==> config.mk <==
export PLATFORM = sky130hd
export DESIGN_NAME = keyboard_event_arbiter
export DESIGN_NICKNAME = d
export VERILOG_FILES = /design/src/rtl/keyboard_event_arbiter.sv
export SDC_FILE = /design/constraint.sdc
export NUM_CORES = 1
export LEC_CHECK = 0
export CAP_MARGIN = 5
export CORE_MARGIN = 3
export CORE_UTILIZATION = 60
export DETAILED_ROUTE_END_ITERATION = 8
export PLACE_DENSITY = 0.83
export SLEW_MARGIN = 5
export SYNTH_ARGS = -nofsm -noshare
export SYNTH_HDL_FRONTEND = slang
export SYNTH_SLANG_ARGS = --single-unit
==> constraint.sdc <==
create_clock -name clk -period 4.86 [get_ports clk]
set_clock_uncertainty 0.05 [all_clocks]
set_input_delay 0.972 -clock clk [delete_from_list [all_inputs] [get_ports clk]]
set_output_delay 0.972 -clock clk [all_outputs]
set_load 0.02 [all_outputs]
==> src/rtl/keyboard_event_arbiter.sv <==
// keyboard_event_arbiter
// Shares the keyboard-matrix scancode strobe between the live PS/2 key-event
// stream and a host injection port used for typed-text paste. Each injected key
// becomes a paced press/hold/release sequence, optionally wrapped in shift.
// Every trigger, live or injected, respects a minimum spacing of GAP_CYCLES.
//
// state    | meaning
// ---------+-------------------------------------------------------------
// IDLE     | no injection in flight; host may hand over a new key
// SHIFT_DN | waiting for a slot to emit the shift press
// KEY_DN   | waiting for a slot to emit the injected key press
// HOLD     | injected key held down, hold timer running
// KEY_UP   | waiting for a slot to emit the injected key release
// SHIFT_UP | waiting for a slot to emit the shift release

module keyboard_event_arbiter #(
    parameter int unsigned GAP_CYCLES  = 16,
    parameter int unsigned HOLD_CYCLES = 2000000,
    parameter int unsigned CNT_W       = 24,
    parameter logic [6:0]  SHIFT_CODE  = 7'h0f
) (
    input  logic       clk,
    input  logic       reset_n,

    input  logic       live_valid,
    input  logic [6:0] live_scancode,
    input  logic       live_pressed,
    output logic       live_ready,

    input  logic       inj_valid,
    input  logic [6:0] inj_scancode,
    input  logic       inj_shift,
    output logic       inj_ready,
    input  logic       inj_abort,
    output logic       inj_busy,

    output logic [6:0] scancode,
    output logic       pressed,
    output logic       trigger
);

    typedef enum logic [2:0] {
        S_IDLE     = 3'd0,
        S_SHIFT_DN = 3'd1,
        S_KEY_DN   = 3'd2,
        S_HOLD     = 3'd3,
        S_KEY_UP   = 3'd4,
        S_SHIFT_UP = 3'd5
    } state_t;

    localparam logic [CNT_W-1:0] GAP_LOAD  = CNT_W'(GAP_CYCLES - 1);
    localparam logic [CNT_W-1:0] HOLD_LOAD = CNT_W'(HOLD_CYCLES - 1);
    localparam logic [CNT_W-1:0] CNT_ZERO  = '0;
    localparam logic [CNT_W-1:0] CNT_ONE   = CNT_W'(1);

    state_t           state_q,    state_d;
    logic [CNT_W-1:0] gap_q,      gap_d;
    logic [CNT_W-1:0] hold_q,     hold_d;
    logic [6:0]       code_q,     code_d;
    logic             shift_q,    shift_d;
    logic [6:0]       scancode_q, scancode_d;
    logic             pressed_q,  pressed_d;
    logic             trigger_q,  trigger_d;
    logic             busy_q,     busy_d;

    logic emit_ok;
    logic inj_slot;

    // A slot opens once the gap timer has drained and no strobe is in flight;
    // injected emissions only get slots the live stream leaves unused.
    always_comb begin
        emit_ok    = (gap_q == CNT_ZERO) && !trigger_q;
        inj_slot   = emit_ok && !live_valid;
        live_ready = emit_ok;
        inj_ready  = (state_q == S_IDLE) && emit_ok && !live_valid && !inj_abort;
    end

    // Next-state, emission selection and timer update.
    always_comb begin
        state_d    = state_q;
        code_d     = code_q;
        shift_d    = shift_q;
        scancode_d = scancode_q;
        pressed_d  = pressed_q;
        trigger_d  = 1'b0;
        gap_d      = (gap_q != CNT_ZERO) ? gap_q - CNT_ONE : CNT_ZERO;
        hold_d     = (hold_q != CNT_ZERO) ? hold_q - CNT_ONE : CNT_ZERO;

        if (live_valid && emit_ok) begin
            trigger_d  = 1'b1;
            scancode_d = live_scancode;
            pressed_d  = live_pressed;
        end

        unique case (state_q)
            S_IDLE: begin
                if (inj_valid && inj_ready) begin
                    code_d  = inj_scancode;
                    shift_d = inj_shift;
                    state_d = inj_shift ? S_SHIFT_DN : S_KEY_DN;
                end
            end
            S_SHIFT_DN: begin
                if (inj_abort) begin
                    state_d = S_IDLE;
                end else if (inj_slot) begin
                    trigger_d  = 1'b1;
                    scancode_d = SHIFT_CODE;
                    pressed_d  = 1'b1;
                    state_d    = S_KEY_DN;
                end
            end
            S_KEY_DN: begin
                // Shift may already be down, so an abort here still has to
                // release it.
                if (inj_abort) begin
                    state_d = shift_q ? S_SHIFT_UP : S_IDLE;
                end else if (inj_slot) begin
                    trigger_d  = 1'b1;
                    scancode_d = code_q;
                    pressed_d  = 1'b1;
                    hold_d     = HOLD_LOAD;
                    state_d    = S_HOLD;
                end
            end
            S_HOLD: begin
                // Leave as the timer reaches zero so that, with a free slot,
                // the release lands exactly HOLD_CYCLES after the press.
                if (inj_abort || (hold_q <= CNT_ONE)) begin
                    state_d = S_KEY_UP;
                end
            end
            S_KEY_UP: begin
                if (inj_slot) begin
                    trigger_d  = 1'b1;
                    scancode_d = code_q;
                    pressed_d  = 1'b0;
                    state_d    = shift_q ? S_SHIFT_UP : S_IDLE;
                end
            end
            S_SHIFT_UP: begin
                if (inj_slot) begin
                    trigger_d  = 1'b1;
                    scancode_d = SHIFT_CODE;
                    pressed_d  = 1'b0;
                    state_d    = S_IDLE;
                end
            end
            default: begin
                state_d = S_IDLE;
            end
        endcase

        if (trigger_d) begin
            gap_d = GAP_LOAD;
        end

        busy_d = (state_d != S_IDLE);
    end

    // State, timers and registered matrix outputs; reset drops everything
    // without emitting a release since the matrix is reset alongside.
    always_ff @(posedge clk or negedge reset_n) begin
        if (!reset_n) begin
            state_q    <= S_IDLE;
            gap_q      <= CNT_ZERO;
            hold_q     <= CNT_ZERO;
            code_q     <= 7'h00;
            shift_q    <= 1'b0;
            scancode_q <= 7'h00;
            pressed_q  <= 1'b0;
            trigger_q  <= 1'b0;
            busy_q     <= 1'b0;
        end else begin
            state_q    <= state_d;
            gap_q      <= gap_d;
            hold_q     <= hold_d;
            code_q     <= code_d;
            shift_q    <= shift_d;
            scancode_q <= scancode_d;
            pressed_q  <= pressed_d;
            trigger_q  <= trigger_d;
            busy_q     <= busy_d;
        end
    end

    assign scancode = scancode_q;
    assign pressed  = pressed_q;
    assign trigger  = trigger_q;
    assign inj_busy = busy_q;

endmodule
Word level (Yosys, flattened, before mapping):

Cells that the tools add are included.

* multiplexer cells: 32
* equality and inequality tests: 5
* magnitude comparators: 1
* add/subtract/negate cells: 2
* reductions and logical operators: 19

Operators by type and width (count)
* $mux 24: 6
* $reduce_bool 24->1: 2
* $sub 24x1->24 const B: 2
* $mux 7: 5
* $pmux 7 s4: 1
* $mux 3: 9
* $le 24x1->1 const B: 1
* $logic_not 24->1: 1
* $pmux 3 s6: 1
* $logic_and 1x1->1: 7
* $mux 1: 7
* $eq 3x2->1 const B: 2
* $eq 3x3->1 const B: 2
* $pmux 1 s2: 2
* $reduce_or 2->1: 2
* $eq 3x1->1 const B: 1
* $logic_not 1->1: 3
* $logic_not 3->1: 1
* $reduce_bool 3->1: 1
* $mux 2: 1
* $reduce_and 2->1: 1
* $logic_or 1x1->1: 1

* bits of input ports: 21
* register bits after elaboration: 69
* logic and storage cells: 68
* output and inout port bits: 12

Depth between registers and ports, before layout:

Gate-level depths: netlist of run 1.

* depth in word-level cells: 9
* mapped depth: 9

Worst setup path after synthesis of run 1:

Ideal clock, no wire load.

* kind: flip-flop to output port
* from: register gap_q[18]
* to: output port inj_ready
* arrival: 2269 ps
* slack: 1569 ps
* buffers on the path: 1
* stages on the path, launching flop included: 6
* cell sequence: dfrtp_1 -> or4_4 -> or3b_1 -> buf_6 -> nor4_4 -> and3_1

* cells in the longest elaborated chain, start to end: 5

RTL lines
* from (decl): line 57 `logic [CNT_W-1:0] gap_q, gap_d;`
* from (signal assigned): line 176 `gap_q <= gap_d;`
* $logic_not 24->1: line 72 `emit_ok = (gap_q == CNT_ZERO) && !trigger_q;`
* $logic_and 1x1->1: line 72
* net live_ready: line 28 `output logic live_ready,`
* $logic_and 1x1->1 (3 in a row): line 75 `inj_ready = (state_q == S_IDLE) && emit_ok && !live_valid && !inj_abort;`
* to (decl): line 33 `output logic inj_ready,`

The timed path passes the listed nets, and every way through them passes these cells.

Worst setup path in the final report of run 1:

* from: register gap_q[0]
* to: output port inj_ready

* cells in the longest elaborated chain, start to end: 5

RTL lines (line)
* $logic_not 24->1: 72
* $logic_and 1x1->1: 72
* $logic_and 1x1->1 (3 in a row): 75

Every way passes these cells.

==> results.json, run 1 <==
{
  "outcome": "finished clean",
  "cts.sinks": 69,
  "port_buffers": 32,
  "grt_pass1_vias": 2729,
  "multi_input_area_mm2": 0.001672,
  "die_h_um": 82.37,
  "viasPerCell": 5.855,
  "crit_path_max_fanout": 7,
  "ys_types": 50,
  "cp-start-kind": "flip-flop",
  "holdCritPathClass": "flip-flop to flip-flop",
  "drtIter0Drc": 197,
  "root_buffer": "clkbuf_8",
  "grt_max_degree": 42,
  "wl_um": 7398,
  "drc_errors": 0,
  "row_count": 27,
  "grt_first_pass_wirelength_um": 12560,
  "vias": 2793,
  "io-pin-count": 33,
  "syn_avg_cell_area_um2": 9.562,
  "drv_slew": 0,
  "cp.arrival_ns": 3.16,
  "postCtsSetupBuffers": 0,
  "cts_hold_buf": 0,
  "place_ws_ns": 1.075,
  "ys_ff_latch": 69,
  "drv_cap": 0,
  "gp_congestion": 0.8254,
  "cp.required_ns": 3.84,
  "core_mm2": 0.005574,
  "ir_worst_vdd_mv": 0.2813,
  "insertion_delay_ns": 0.34,
  "total_power_w": 0.001752,
  "num-nets-final": 425,
  "cts_tree": "yes",
  "fin_crit_sh_pct": 86.10,
  "drtPass1Iterations": 5,
  "initial_core_util_pct": 62.78,
  "synth_edf_count": 0,
  "yosys_warnings": 0,
  "htree_levels": 3,
  "area_growth_pct": 17.52,
  "slew_headroom_pct": 38.93,
  "crit_type": "flip-flop to output port",
  "drtAntennaViolNets": 0,
  "dieArea_mm2": 0.006785,
  "synth.cell_area_mm2": 0.003500,
  "hold_violations": 0,
  "cts_made_buffers": 9,
  "dp_hpwl_um": 5136,
  "crit_path_cell_trace": "inv_1 -> ha_1 -> nor3b_1 -> nand2_1 -> nor4_4 -> and3_1 -> clkdlybuf4s50_1",
  "power_density_mw_per_mm2": 426.1,
  "grt_setup_unrepaired": "false",
  "drive_gt1_share_pct": 7.654,
  "avgRoutedWirePerCell_um": 15.51,
  "async_reset_ff_share_pct": 100.0,
  "num_antenna_cells": 0,
  "p_leak_nw": 1.624,
  "cts.repair.resized": 0,
  "grt_antenna_before_repair": 0,
  "synth_fp_nets": 391,
  "synthCells": 366,
  "setup-violations-final": 0,
  "crit_path_end_kind": "output port",
  "synth.yosys.seq_area_share_pct": 49.34,
  "die_w_um": 82.37,
  "finalSetupTns_ns": 0,
  "synthFlopType": "dfrtp_1",
  "min_period_ns": 4.184,
  "critPathSlowestCell": "clkdlybuf4s50_1",
  "worst_slew_pin_slew_ns": 0.9077,
  "grt-ovfl-total": 0,
  "fillers": 410,
  "clk_pin_slew_worst_paths_ns": 0.08,
  "clock.fmax_mhz": 239.0,
  "fin_ws_ns": 0.6756,
  "slowest_delay_ns": 0.61,
  "seqCellArea_mm2": 0.001727,
  "clock_path_buffers": 2,
  "groute.usage.overall_pct": 24.42
}
[cell families after synthesis]
logic type	Yosys count	share of synthesized area, %
fa+ha+maj	4	1.430
mux	13	3.897
buf+inv	24	2.896
compound gates	68	11.26
xor+xnor	35	8.760
simple gates	153	22.42
flops	69	49.34
[final timing paths]
check,start,endpoint,slack (ns),cells after the start
hold reg to reg,code_q[4],scancode[4],0.44,2
setup reg to reg,gap_q[0],pressed,1.66,8
min in group asynchronous,reset_n,gap_q[0],0.70,1
setup / recovery,gap_q[0],inj_ready,0.68,7
max in group asynchronous,reset_n,hold_q[16],3.15,2
hold / removal,code_q[4],scancode[4],0.44,2
[registers in the layout, summed over array words and instances (netlist names)]
name and cells:
state_q 3, trigger 1, code_q 7, hold_q 24, pressed 1, scancode 7
gap_q 24, shift_q 1, inj_busy 1
[report_power, final]
group,switching (W),internal [W],total [W],leakage [nW]
Combinational,0.000204,0.000181,0.000385,0.710
Sequential,0.000120,0.000692,0.000812,0.791
Clock,0.000216,0.000339,0.000555,0.123
Total,0.000540,0.00121,0.00175,1.62
[cells in the final DEF (no fill, tap or decap), types with 2 or more instances in the layout]
cell type and instances:
dfrtp_1 69, nor2_1 52, nand2_1 35, o21ai_0 34
clkdlybuf4s50_1 31, xnor2_1 20, nor4_1 16, a21oi_1 15
xor2_1 15, inv_1 11, nor3_1 11, clkbuf_8 9
mux2i_1 8, nand3_1 5, mux2_2 5, and3_1 4
nor2b_1 4, ha_1 4, buf_4 4, nor3b_1 3
nand4_1 3, or3_1 3, bufinv_16 3, clkinv_2 3
nor4_4 2, o211ai_1 2, and2_1 2, nand2b_1 2
nand3b_1 2, a21o_1 2, o41ai_1 2, o31a_1 2
[metal layers]
layer / routed length [um] / up-vias / global-route usage (%) / part of all wire (%)
met5: 0 / - / 0 / 0
met4: 121 / 0 / 10.96 / 1.6
met3: 304 / 12 / 4.013 / 4.1
met2: 3636 / 68 / 39.58 / 49
met1: 3336 / 1365 / 32.21 / 45
li1: - / 1348 / - / -
[cells in the mapped netlist (2+ instances only)]
cell / n / area, um^2
nand2_1: 35 / 131.4
nor4_1: 16 / 100.1
clkbuf_1: 11 / 41.29
inv_1: 11 / 41.29
nor2_1: 52 / 195.2
xor2_1: 15 / 131.4
ha_1: 4 / 50.05
nor3b_1: 3 / 22.52
o211ai_1: 2 / 15.01
xnor2_1: 20 / 175.2
and2_1: 2 / 12.51
nand3_1: 5 / 25.02
a21oi_1: 15 / 75.07
nor4_4: 2 / 42.54
dfrtp_1: 69 / 1727
o41ai_1: 2 / 17.52
nor2b_1: 4 / 25.02
nand2b_1: 2 / 12.51
a21o_1: 2 / 15.01
and3_1: 4 / 25.02
nand4_1: 3 / 18.77
mux2_2: 5 / 56.30
o21ai_0: 34 / 170.2
nand3b_1: 2 / 15.01
o31a_1: 2 / 17.52
nor3_1: 11 / 55.05
mux2i_1: 8 / 80.08
or3_1: 3 / 18.77
[layout make-up]
| type | instances | share of cell area (%) |
|---|---|---|
| repair buffers | 36 | 8.397 |
| well taps | 72 | 2.190 |
| clock buffers | 9 | 3.012 |
| inverters | 11 | 1.004 |
| flip-flops and latches | 69 | 41.98 |
| multi-input cells | 273 | 40.64 |
| clock inverters | 7 | 2.768 |
[worst max-delay path: cells and delay by family, from the launching register on]
family	cells	cell delay [ns]
DFF	1	0.41
buffers and inverters	2	0.68
adders and majority gates	1	0.18
and+or+nand+nor	4	1.55
[metrics by stage]
step / hold slack, ns / utilization [%] / area (um^2) / std cells
after CTS: 0.4348 / 73.78 / 4113 / 477
after global placement: 0.4107 / 69.52 / 3875 / 461
after global routing: 0.4644 / 73.78 / 4113 / 477
after floorplan: 0.3960 / - / 3500 / 366
final: 0.4356 / 73.78 / 4113 / 477
after detailed placement: 0.4217 / 69.52 / 3875 / 461
No activity file was read; power rests on OpenSTA's default activity.
==> run 2, diff against run 1 <==
--- a/config.mk
+++ b/config.mk
@@ -9,7 +9,7 @@
 export CORE_MARGIN = 3
 export CORE_UTILIZATION = 60
 export DETAILED_ROUTE_END_ITERATION = 8
-export PLACE_DENSITY = 0.83
+export PLACE_DENSITY = 0.81
 export SLEW_MARGIN = 5
 export SYNTH_ARGS = -nofsm -noshare
 export SYNTH_HDL_FRONTEND = slang
==> run 2 against run 1 <==
Effect of this change:
- non-clock buffer count is 1 lower
- setup slack worse by 0.051 ns
- hold slack worse by 0.0043 ns
- via count is 0.21% higher
- utilization is 0.61 points lower
- combinational power is 2% higher
- sequential power hardly changed
- sequential cell count stayed put
- wire length is 1.2% higher
- cell count is 0.21% lower
- clock power is 12% lower
- critical path type unchanged
- largest cell class unchanged
==> results.json, run 2 (synthesized netlist as in run 1, its figures left out) <==
{
  "reg2reg_setup_slack_ns": 1.73,
  "insertion_delay_ns": 0.35,
  "port_buffers": 32,
  "cts_made_buffers": 9,
  "drtIter0Drc": 119,
  "p_leak_nw": 1.602,
  "min_period_ns": 4.235,
  "drv_cap": 0,
  "ir_worst_vdd_mv": 0.2171,
  "grt_antenna_before_repair": 0,
  "reg2reg_from": "gap_q[0]",
  "power_density_mw_per_mm2": 415.5,
  "dp.cells": 460,
  "htree_levels": 3,
  "final_util_pct": 73.18,
  "grt_first_pass_wirelength_um": 12230,
  "grt_max_degree": 39,
  "core_mm2": 0.005574,
  "vias": 2799,
  "final_cell_mix": "dfrtp_1, nor2_1, nand2_1",
  "seqPwrFrac_pct": 47.9,
  "cp.arrival_ns": 3.21,
  "num_antenna_cells": 0,
  "slew_headroom_pct": 34.40,
  "drtAntennaViolNets": 0,
  "switching_share_pct": 32.01,
  "clock.fmax_mhz": 236.1,
  "cts_tree": "yes",
  "grt_pass1_vias": 2706,
  "row_count": 27,
  "wl_um": 7484,
  "clk_pin_slew_worst_paths_ns": 0.08,
  "cts.repair.resized": 0,
  "crit_path_max_fanout": 7,
  "outcome": "finished clean",
  "hp-start": "code_q[5]",
  "cts_hold_buf": 0,
  "setup-violations-final": 0,
  "clock_path_buffers": 2,
  "layout_commonest_cell": "dfrtp_1",
  "cts.sinks": 69,
  "num-nets-final": 424,
  "die_w_um": 82.37,
  "finalInstanceArea_mm2": 0.004079,
  "power.switching_w": 0.0005425,
  "gp_congestion": 0.8148,
  "area_growth_pct": 16.55,
  "crit_start": "gap_q[18]",
  "fin_crit_sh_pct": 87.14,
  "drv_slew": 0,
  "finalSetupTns_ns": 0,
  "groute.usage.overall_pct": 23.99,
  "p_int_w": 0.001152,
  "drc_errors": 0,
  "grt_setup_unrepaired": "false",
  "initial_core_util_pct": 62.78,
  "grt-ovfl-total": 0,
  "postCtsSetupBuffers": 0,
  "drtPass1Iterations": 4,
  "crit_type": "flip-flop to output port",
  "avgRoutedWirePerCell_um": 15.72,
  "hold_violations": 0,
  "worst_slew_pin_slew_ns": 0.9750,
  "fin_cells": 476,
  "cp-start-kind": "flip-flop",
  "root_buffer": "clkbuf_8",
  "viasPerCell": 5.880,
  "reg_top3": "gap_q: 24 flops, hold_q: 24 flops",
  "pwr-share-clk_pct": 28.9,
  "comb_power_share_pct": 23.2,
  "cp.required_ns": 3.84,
  "die_h_um": 82.37,
  "place_area_mm2": 0.003867,
  "dp_hpwl_um": 5276,
  "crit_path_end_kind": "output port",
  "dieArea_mm2": 0.006785,
  "holdCritPathClass": "flip-flop to flip-flop",
  "drive_gt1_share_pct": 7.178,
  "fillers": 415,
  "io-pin-count": 33
}
-- run 2: path summary, 6_finish.rpt --
path | to | depth (start not counted)
max in group asynchronous | hold_q[21] | 2
hold / removal | scancode[5] | 2
setup reg to reg | code_q[1] | 7
min in group asynchronous | gap_q[2] | 1
hold reg to reg | scancode[5] | 2
setup / recovery | inj_ready | 5
-- run 2: area by class of cell --
class                   instances  area (um^2)  share of cell area [%]
repair buffers                 35        337.8                   8.282
clock buffers                  13        168.9                   4.141
clock inverters                 3        42.54                   1.043
inverters                      11        41.29                   1.012
flip-flops and latches         69         1727                   42.33
well taps                      72        90.09                   2.209
multi-input cells             273         1672                   40.98
-- run 2: metal layers --
layer	track usage, %	routed length [um]
met1	30.92	3275
met2	38.94	3705
met3	5.748	371
met4	9.635	131
met5	0	0
-- run 2: worst max-delay path, stage by stage, from the launching register on --
cell and delay [ns]:
dfrtp_1 0.41, or4_4 0.58, or3b_1 0.52, nor4_4 0.46, and3_1 0.28, clkdlybuf4s50_1 0.61
-- run 2: power groups by stage --
stage | combinational (W) | clock (W) | sequential (W)
floorplan | 0.000296 | 0 | 0.000805
finish | 0.000392 | 0.000490 | 0.000812
CTS | 0.000395 | 0.000496 | 0.000810
global placement | 0.000373 | 0 | 0.000809
detailed placement | 0.000391 | 0 | 0.000819
global route | 0.000439 | 0.000524 | 0.000828
-- run 2: metrics by stage --
stage	power [W]	hold slack [ns]	worst slack [ns]
after floorplan	0.001101	0.3960	1.569
after global placement	0.001182	0.4098	1.076
after detailed placement	0.001210	0.4202	1.034
after CTS	0.001701	0.4344	0.6551
after global routing	0.001791	0.4658	0.4918
final	0.001695	0.4313	0.6249
==> run 3, diff against run 2 <==
--- a/config.mk
+++ b/config.mk
@@ -14,3 +14,4 @@
 export SYNTH_ARGS = -nofsm -noshare
 export SYNTH_HDL_FRONTEND = slang
 export SYNTH_SLANG_ARGS = --single-unit
+export TNS_END_PERCENT = 20
==> results of run 3 <==
The final DEF is identical to that of run 2; final timing and power are the same.
